==> config.mk <==
export PLATFORM = sky130hd
export DESIGN_NAME = mod_wb_arb
export DESIGN_NICKNAME = d
export VERILOG_FILES = /design/src/rtl/mod_wb_arb.sv
export SDC_FILE = /design/constraint.sdc
export NUM_CORES = 1
export LEC_CHECK = 0
export ABC_AREA = 0
export CORE_ASPECT_RATIO = 0.6
export CORE_MARGIN = 2
export CORE_UTILIZATION = 30
export CTS_CLUSTER_DIAMETER = 80
export CTS_CLUSTER_SIZE = 14
export DETAILED_ROUTE_END_ITERATION = 6
export HOLD_SLACK_MARGIN = 0.05
export PLACE_DENSITY_LB_ADDON = 0.2
export SLEW_MARGIN = 20
export SYNTH_ARGS = -nofsm -noshare
export SYNTH_HDL_FRONTEND = slang
export SYNTH_SLANG_ARGS = --single-unit
==> constraint.sdc <==
create_clock -name clk -period 9.38 [get_ports clk]
set_input_delay 1.407 -clock clk [delete_from_list [all_inputs] [get_ports clk]]
set_output_delay 1.407 -clock clk [all_outputs]
set_load 0.03 [all_outputs]
==> src/rtl/mod_wb_arb.sv <==
// GRF write-back arbiter: merges pipeline WB and mult/div results into one write port, parking
// losing mult/div writes in a small FIFO. Define WB_TRACE_EN to print every issued GRF write.
module mod_wb_arb #(
    parameter int unsigned DEPTH        = 4,
    parameter int unsigned STARVE_LIMIT = 8
) (
    input  logic        clk,
    input  logic        reset,

    input  logic        wb_valid,
    input  logic [4:0]  wb_reg,
    input  logic [31:0] wb_data,
    input  logic [31:0] wb_pc,
    output logic        wb_stall,

    input  logic        md_valid,
    input  logic [4:0]  md_reg,
    input  logic [31:0] md_data,
    input  logic [31:0] md_pc,
    output logic        md_ready,

    input  logic [4:0]  rs,
    input  logic [4:0]  rt,
    output logic        pend_rs,
    output logic        pend_rt,

    output logic        grf_write,
    output logic [4:0]  grf_reg_in,
    output logic [31:0] grf_data_in,
    output logic [31:0] pc_now
);

    localparam int unsigned PW = (DEPTH > 1) ? $clog2(DEPTH) : 1;
    localparam int unsigned CW = $clog2(DEPTH + 1);
    localparam int unsigned SW = $clog2(STARVE_LIMIT + 1);

    // FIFO storage; used_q marks occupied slots, live_q clears when a younger write squashes one
    logic [4:0]       fifo_reg_q  [DEPTH];
    logic [31:0]      fifo_data_q [DEPTH];
    logic [31:0]      fifo_pc_q   [DEPTH];
    logic [DEPTH-1:0] used_q, used_d;
    logic [DEPTH-1:0] live_q, live_d;
    logic [DEPTH-1:0] squash;

    logic [PW-1:0]    rd_ptr_q, wr_ptr_q;
    logic [CW-1:0]    count_q, count_d;
    logic [SW-1:0]    starve_q, starve_d;

    logic             wb_req, md_req;
    logic             fifo_empty, fifo_full;
    logic             starve;
    logic             sel_pipe, sel_fifo, sel_direct;
    logic             pop, push, md_accept;
    logic             head_live;

    logic             grf_write_d;
    logic [4:0]       grf_reg_d;
    logic [31:0]      grf_data_d;
    logic [31:0]      pc_d;

    // Writes to $0 are architecturally void, so they never compete for a slot
    assign wb_req     = wb_valid && (wb_reg != 5'd0);
    assign md_req     = md_valid && (md_reg != 5'd0);

    assign fifo_empty = (count_q == CW'(0));
    assign fifo_full  = (count_q == CW'(DEPTH));
    assign starve     = !fifo_empty && (starve_q >= SW'(STARVE_LIMIT));
    assign head_live  = live_q[rd_ptr_q];

    assign sel_pipe   = !starve && wb_req;
    assign sel_fifo   = !starve && !wb_req && !fifo_empty;
    assign sel_direct = !starve && !wb_req && fifo_empty && md_req;
    assign pop        = starve || sel_fifo;

    assign wb_stall   = starve;
    assign md_ready   = !fifo_full || pop;
    assign md_accept  = md_valid && md_ready;
    assign push       = md_accept && md_req && !sel_direct;

    always_comb begin
        squash = '0;
        for (int i = 0; i < DEPTH; i++) begin
            squash[i] = sel_pipe && used_q[i] && (fifo_reg_q[i] == wb_reg);
        end
    end

    always_comb begin
        pend_rs = 1'b0;
        pend_rt = 1'b0;
        for (int i = 0; i < DEPTH; i++) begin
            if (used_q[i] && live_q[i] && (fifo_reg_q[i] == rs) && (rs != 5'd0)) begin
                pend_rs = 1'b1;
            end
            if (used_q[i] && live_q[i] && (fifo_reg_q[i] == rt) && (rt != 5'd0)) begin
                pend_rt = 1'b1;
            end
        end
    end

    always_comb begin
        used_d = used_q;
        live_d = live_q & ~squash;
        if (pop) begin
            used_d[rd_ptr_q] = 1'b0;
        end
        // On a full FIFO with a pop, wr_ptr == rd_ptr, so the push must win over the pop clear
        if (push) begin
            used_d[wr_ptr_q] = 1'b1;
            live_d[wr_ptr_q] = !(sel_pipe && (md_reg == wb_reg));
        end
    end

    always_comb begin
        count_d = count_q;
        unique case ({push, pop})
            2'b10:   count_d = count_q + CW'(1);
            2'b01:   count_d = count_q - CW'(1);
            default: count_d = count_q;
        endcase
    end

    always_comb begin
        if (pop || fifo_empty) begin
            starve_d = '0;
        end else if (starve_q >= SW'(STARVE_LIMIT)) begin
            starve_d = starve_q;
        end else begin
            starve_d = starve_q + SW'(1);
        end
    end

    always_comb begin
        grf_write_d = 1'b0;
        grf_reg_d   = grf_reg_in;
        grf_data_d  = grf_data_in;
        pc_d        = pc_now;
        if (pop) begin
            if (head_live) begin
                grf_write_d = 1'b1;
                grf_reg_d   = fifo_reg_q[rd_ptr_q];
                grf_data_d  = fifo_data_q[rd_ptr_q];
                pc_d        = fifo_pc_q[rd_ptr_q];
            end
        end else if (sel_pipe) begin
            grf_write_d = 1'b1;
            grf_reg_d   = wb_reg;
            grf_data_d  = wb_data;
            pc_d        = wb_pc;
        end else if (sel_direct) begin
            grf_write_d = 1'b1;
            grf_reg_d   = md_reg;
            grf_data_d  = md_data;
            pc_d        = md_pc;
        end
    end

    always_ff @(posedge clk) begin
        if (reset) begin
            used_q      <= '0;
            live_q      <= '0;
            rd_ptr_q    <= '0;
            wr_ptr_q    <= '0;
            count_q     <= '0;
            starve_q    <= '0;
            grf_write   <= 1'b0;
            grf_reg_in  <= '0;
            grf_data_in <= '0;
            pc_now      <= '0;
        end else begin
            used_q      <= used_d;
            live_q      <= live_d;
            count_q     <= count_d;
            starve_q    <= starve_d;
            grf_write   <= grf_write_d;
            grf_reg_in  <= grf_reg_d;
            grf_data_in <= grf_data_d;
            pc_now      <= pc_d;
            if (pop) begin
                rd_ptr_q <= rd_ptr_q + PW'(1);
            end
            if (push) begin
                wr_ptr_q              <= wr_ptr_q + PW'(1);
                fifo_reg_q[wr_ptr_q]  <= md_reg;
                fifo_data_q[wr_ptr_q] <= md_data;
                fifo_pc_q[wr_ptr_q]   <= md_pc;
            end
        end
    end

`ifdef WB_TRACE_EN
    always_ff @(posedge clk) begin
        if (grf_write) begin
            $display("%d@%h: $%d <= %h", $time, pc_now, grf_reg_in, grf_data_in);
        end
    end
`else
    // Trace disabled: no display logic compiled.
`endif

endmodule

==> impl_metrics.toml, run 1 <==
[outcome]
status = "complete, no violations"

[floorplan]
dieArea_um2 = 53300
initial_core_util_pct = 30.4
pin_count = 226
die_h_um = 180
die_width_um = 297
placementRows = 64
core-area_um2 = 50800

[finish]
layout-area-overhead-vs-synth_pct = 23.9
layout-drive-gt1-share_pct = 10.7
utilization_pct = 37.6
final_common_cell = "edfxtp_1"
finalNonFillerCells = 1908
layout_common_cells = "edfxtp_1, clkdlybuf4s50_1, dfxtp_1"
final_nets = 1356
diodes = 0

[drt]
drt_first_pass_iters = 5
wire_per_inst_um = 22.2
drtAntennaViolNets = 0
drc = 0
drtIter0Drc = 701
vias = 9464
via_per_inst = 4.96
wl_um = 42400

[place]
hpwl_um = 27300
place_inst = 1853
place_congestion = 0.816
port-buffer-count = 225

[sta]
fmax_mhz = 196
drv_slew = 0
fin_worst_skew_ns = 0.0170
worst_slew_pin_slew_ns = 0.977
setup_viol = 0
hold_violations = 0
min_period_over_period_pct = 54.4
rsz0062_at_grt = "no"
layout_min_cycle_time_ns = 5.10
tns_ns = 0
whs_ns = 0.477
relSlewSlack_pct = 34.8

[hold_path]
hold_path_class = "flop to flop"

[power]
swShare_pct = 33.8
seq_power_share_pct = 43.6
p_leak_nw = 6.00
irDropWorstVdd_uv = 136
total_power_w = 0.00496
power.switching_w = 0.00168
comb_power_share_pct = 32.6
p_per_area_nw_per_um2 = 259
internal_power_w = 0.00328
p_clk_share_pct = 23.8

[clock_tree]
clockBufferDepth = 3
cts_resized = 0
ctsHoldBuffers = 0
cts_setup_buffers = 0
htreeDepth = 1
numCtsBuffers = 30
root_buffer = "clkbuf_16"
clkLatencyLatePin_ns = 0.59
cts_tree = "built"
clock-sinks = 367
clk_pin_slew_worst_paths_ns = 0.07

[global_route]
grt_pass1_wl_um = 64400
grt.total_usage_pct = 15.6
overflow = 0
grt_pass1_vias = 9816
antenna_found_initial = 1
grt_max_degree = 98

[worst_setup_path]
startpoint_type = "primary input"
endpoint_kind = "output pin"
critical_path_class = "primary input to output pin"
cpMaxStageDelayCell = "clkdlybuf4s50_1"
crit_chain = "clkdlybuf4s50_1, or3_4, o21ba_2, nand3_1, clkdlybuf4s50_1"
required_ns = 7.97
crit_top_cell = "clkdlybuf4s50_1"
path_max_fanout = 8
critPathArrivalTime_ns = 3.70
path_delay_family = "buffers and inverters"
critPathBufInv = 2
critPathMaxStageDelay_ns = 0.71

[logic_synthesis]
synth_top_area_cell = "edfxtp_1"
yosysUniqueCellTypes = 43
seq_area_frac_synth_pct = 65.5
syn-num-nets = 1174
synth.area.top_cells = "edfxtp_1, dfxtp_1, mux4_2"
ys_ff_latch = 367
netlist_instances = 1010
synth_ff_type = "edfxtp_1"
synthArstFlopShare_pct = 0
synth_top_area_share_pct = 53.7
yosysWarnings = 0
synth_edf_count = 276
syn_area_um2 = 15400
syn_area_per_cell_um2 = 15.3

[job]
max_cap_violations = 0
==> final timing paths <==
| check | from | to | slack (ns) | cells past startpoint |
|---|---|---|---|---|
| worst min register to register | starve_q[2] | starve_q[3] | 0.48 | 2 |
| worst max register to register | count_q[2] | fifo_pc_q[1][4] | 6.07 | 6 |
| worst max-delay path | wb_reg[2] | md_ready | 4.28 | 5 |
| worst min-delay path | starve_q[2] | starve_q[3] | 0.48 | 2 |
==> registers in the layout, indices dropped and copies added, names as in the netlist, named ones only <==
| name | cells |
|---|---|
| wr_ptr_q | 2 |
| rd_ptr_q | 2 |
| fifo_pc_q | 128 |
| pc_now | 32 |
| starve_q | 4 |
| used_q | 4 |
| fifo_reg_q | 20 |
| grf_data_in | 32 |
| grf_reg_in | 5 |
| live_q | 4 |
| fifo_data_q | 128 |
| count_q | 3 |
| grf_write | 1 |
==> final cells by class <==
type                            instances  area (um^2)
Clock buffer                           53          837
Clock inverter                          2         32.5
Fill cell                            4807        31700
Inverter                               11         41.3
Multi-Input combinational cell        544         4890
Sequential cell                       367        10100
Tap cell                              693          867
Timing Repair Buffer                  238         2350
==> Yosys cell counts (12+ instances only) <==
library cell / count
nor4_1: 14
nor2_1: 84
xor2_1: 53
nand3b_1: 69
dfxtp_1: 91
buf_2: 23
edfxtp_1: 276
buf_4: 12
xnor2_1: 17
o41ai_1: 69
mux4_2: 70
clkbuf_1: 50
o22ai_1: 69
==> logic make-up (layout without fill, tap and decap cells) <==
| group | after synthesis | in the layout | synth area share (%) |
|---|---|---|---|
| AOI/OAI and AO/OA | 161 | 161 | 7.81 |
| xor gates and xnor gates | 70 | 70 | 3.97 |
| adders and majority gates | 12 | 12 | 1.02 |
| buffers and inverters | 99 | 304 | 2.98 |
| DFF | 367 | 367 | 65.5 |
| muxes | 76 | 76 | 10.6 |
| and+or+nand+nor | 225 | 225 | 8.13 |
==> metrics by stage <==
stage / instance area, um^2 / worst slack [ns]
after CTS: 19100 / 4.23
after floorplan: 15400 / 4.55
after global routing: 19100 / 4.16
after detailed placement: 18300 / 4.12
after global placement: 18300 / 4.19
final: 19100 / 4.28
==> per-layer routing <==
metal | vias to the layer above | track usage (%) | wire length [um]
met4 | 2 | 2.34 | 576
met5 | - | 0 | 13
li1 | 4355 | - | -
met3 | 38 | 3.08 | 2130
met2 | 204 | 23.1 | 18500
met1 | 4865 | 24.0 | 21200
==> power by group through the flow <==
stage | clock (W) | combinational, W | sequential, W
2_1_floorplan | 0 | 0.000818 | 0.00239
5_1_grt | 0.00128 | 0.00173 | 0.00220
3_5_place_dp | 0 | 0.00164 | 0.00220
3_3_place_gp | 0 | 0.00164 | 0.00220
4_1_cts | 0.00122 | 0.00165 | 0.00217
6_report | 0.00118 | 0.00162 | 0.00216
==> worst register-to-register path, stage by stage, from the launching register on <==
cell and delay, ns:
dfxtp_1 0.51, nor3b_1 0.23, mux2i_1 0.09, a21boi_1 0.51
nor2b_1 0.34, and2_4 0.57, buf_4 0.66
Note: power is estimated with default switching activity, not from simulation.
==> run 2: changes to the inputs <==
==> constraint.sdc (replaced) <==
create_clock -name clk -period 4.62 [get_ports clk]
set_input_delay 0.693 -clock clk [delete_from_list [all_inputs] [get_ports clk]]
set_output_delay 0.693 -clock clk [all_outputs]
set_load 0.03 [all_outputs]
==> run 2 against run 1 <==
  * Critical path depth is the same
  * Setup slack lost 3.3 ns
  * Clock power grew 100%
  * Critical path type unchanged
  * Largest cell class unchanged
==> impl_metrics.toml, run 2 (synthesis gave the netlist of run 1 again) <==
[clock_tree]
clk_pin_slew_worst_paths_ns = 0.07
numCtsBuffers = 30
ctsHoldBuffers = 0
clkLatencyLatePin_ns = 0.58
htreeDepth = 1
cts_setup_buffers = 0
cts_tree = "built"
clock-sinks = 367
root_buffer = "clkbuf_16"
cts_resized = 0
clockBufferDepth = 3

[worst_setup_path]
path_max_fanout = 8
required_ns = 3.93
critPathArrivalTime_ns = 2.95
critPathMaxStageDelay_ns = 0.70
path_delay_family = "buffers and inverters"
crit_chain = "clkdlybuf4s50_1, or3_4, o21ba_2, nand3_1, clkdlybuf4s50_1"
critical_path_class = "primary input to output pin"
crit_top_cell = "clkdlybuf4s50_1"
cpMaxStageDelayCell = "clkdlybuf4s50_1"
endpoint_kind = "output pin"
critPathBufInv = 2
startpoint_type = "primary input"

[global_route]
antenna_found_initial = 1
grt_max_degree = 71
overflow = 0
grt_pass1_wl_um = 63400
grt_pass1_vias = 9902
grt.total_usage_pct = 15.2

[finish]
diodes = 0
final_nets = 1372
n_fill_cell = 4777
top_regs = "fifo_data_q (128), fifo_pc_q (128)"
final_common_cell = "edfxtp_1"
finalNonFillerCells = 1925
layout-drive-gt1-share_pct = 11.9
layout-area-overhead-vs-synth_pct = 25.4
layout_common_cells = "edfxtp_1, clkdlybuf4s50_1, dfxtp_1"

[place]
place_congestion = 0.783
port-buffer-count = 225
place_inst = 1869
hpwl_um = 27000

[drt]
drt_first_pass_iters = 5
via_per_inst = 4.99
drtIter0Drc = 600
vias = 9601
dr_wl_met2_um = 18800
met3_length_um = 1630
wire_per_inst_um = 21.6
wl_um = 41600
drc = 0
routed.top_layer = "met5"
met1_length_um = 20500
drtAntennaViolNets = 0

[sta]
hold_violations = 0
rsz0062_at_grt = "no"
setup_viol = 0
layout_min_cycle_time_ns = 3.64
worst_slew_pin_slew_ns = 1.03
fmax_mhz = 275
min_period_over_period_pct = 78.8
tns_ns = 0
drv_slew = 0
relSlewSlack_pct = 31.5
fin_worst_skew_ns = 0.0286

[floorplan]
pin_count = 226
initial_core_util_pct = 30.4
core-area_um2 = 50800
placementRows = 64
die_width_um = 297
die_h_um = 180
dieArea_um2 = 53300

[power]
irDropWorstVdd_uv = 307
p_leak_nw = 6.12
p_per_area_nw_per_um2 = 525

[job]
max_cap_violations = 0

[hold_path]
hold_path_class = "flop to flop"

[outcome]
status = "complete, no violations"
run 2: through the flow:
step	setup WS (ns)	util, %	power (W)	hold slack [ns]	instance area, um^2
floorplan	0.507	-	0.00651	0.426	15400
global placement	0.931	36.4	0.00786	0.443	18500
detailed placement	0.872	36.4	0.00787	0.453	18500
CTS	0.908	38.1	0.0103	0.472	19400
global route	0.895	38.1	0.0107	0.488	19400
finish	0.981	38.1	0.0102	0.475	19400
run 2: final timing paths:
kind | from | to | slack [ns] | depth (start not counted)
worst max-delay path | wb_reg[4] | md_ready | 0.98 | 5
worst min-delay path | starve_q[0] | starve_q[0] | 0.47 | 1
worst max register to register | count_q[2] | live_q[0] | 2.02 | 6
worst min register to register | starve_q[0] | starve_q[0] | 0.47 | 1
run 2: layout make-up:
| cell class | instances | area, um^2 | area share [%] |
|---|---|---|---|
| Sequential cell | 367 | 10100 | 52.2 |
| Multi-Input combinational cell | 544 | 4890 | 25.2 |
| Timing Repair Buffer | 254 | 2580 | 13.3 |
| Tap cell | 693 | 867 | 4.48 |
| Clock buffer | 54 | 841 | 4.34 |
| Inverter | 11 | 41.3 | 0.213 |
| Clock inverter | 2 | 32.5 | 0.168 |
run 2: routing by layer:
layer,track usage [%],up-vias
li1,-,4382
met5,0,-
met4,2.40,2
met1,23.1,4995
met2,23.3,176
met3,2.33,46
run 2: report_power, final:
part,total [W],switching (W),internal [W]
sequential,0.00443,0.000409,0.00402
combinational,0.00333,0.00182,0.00151
clock,0.00241,0.00118,0.00123
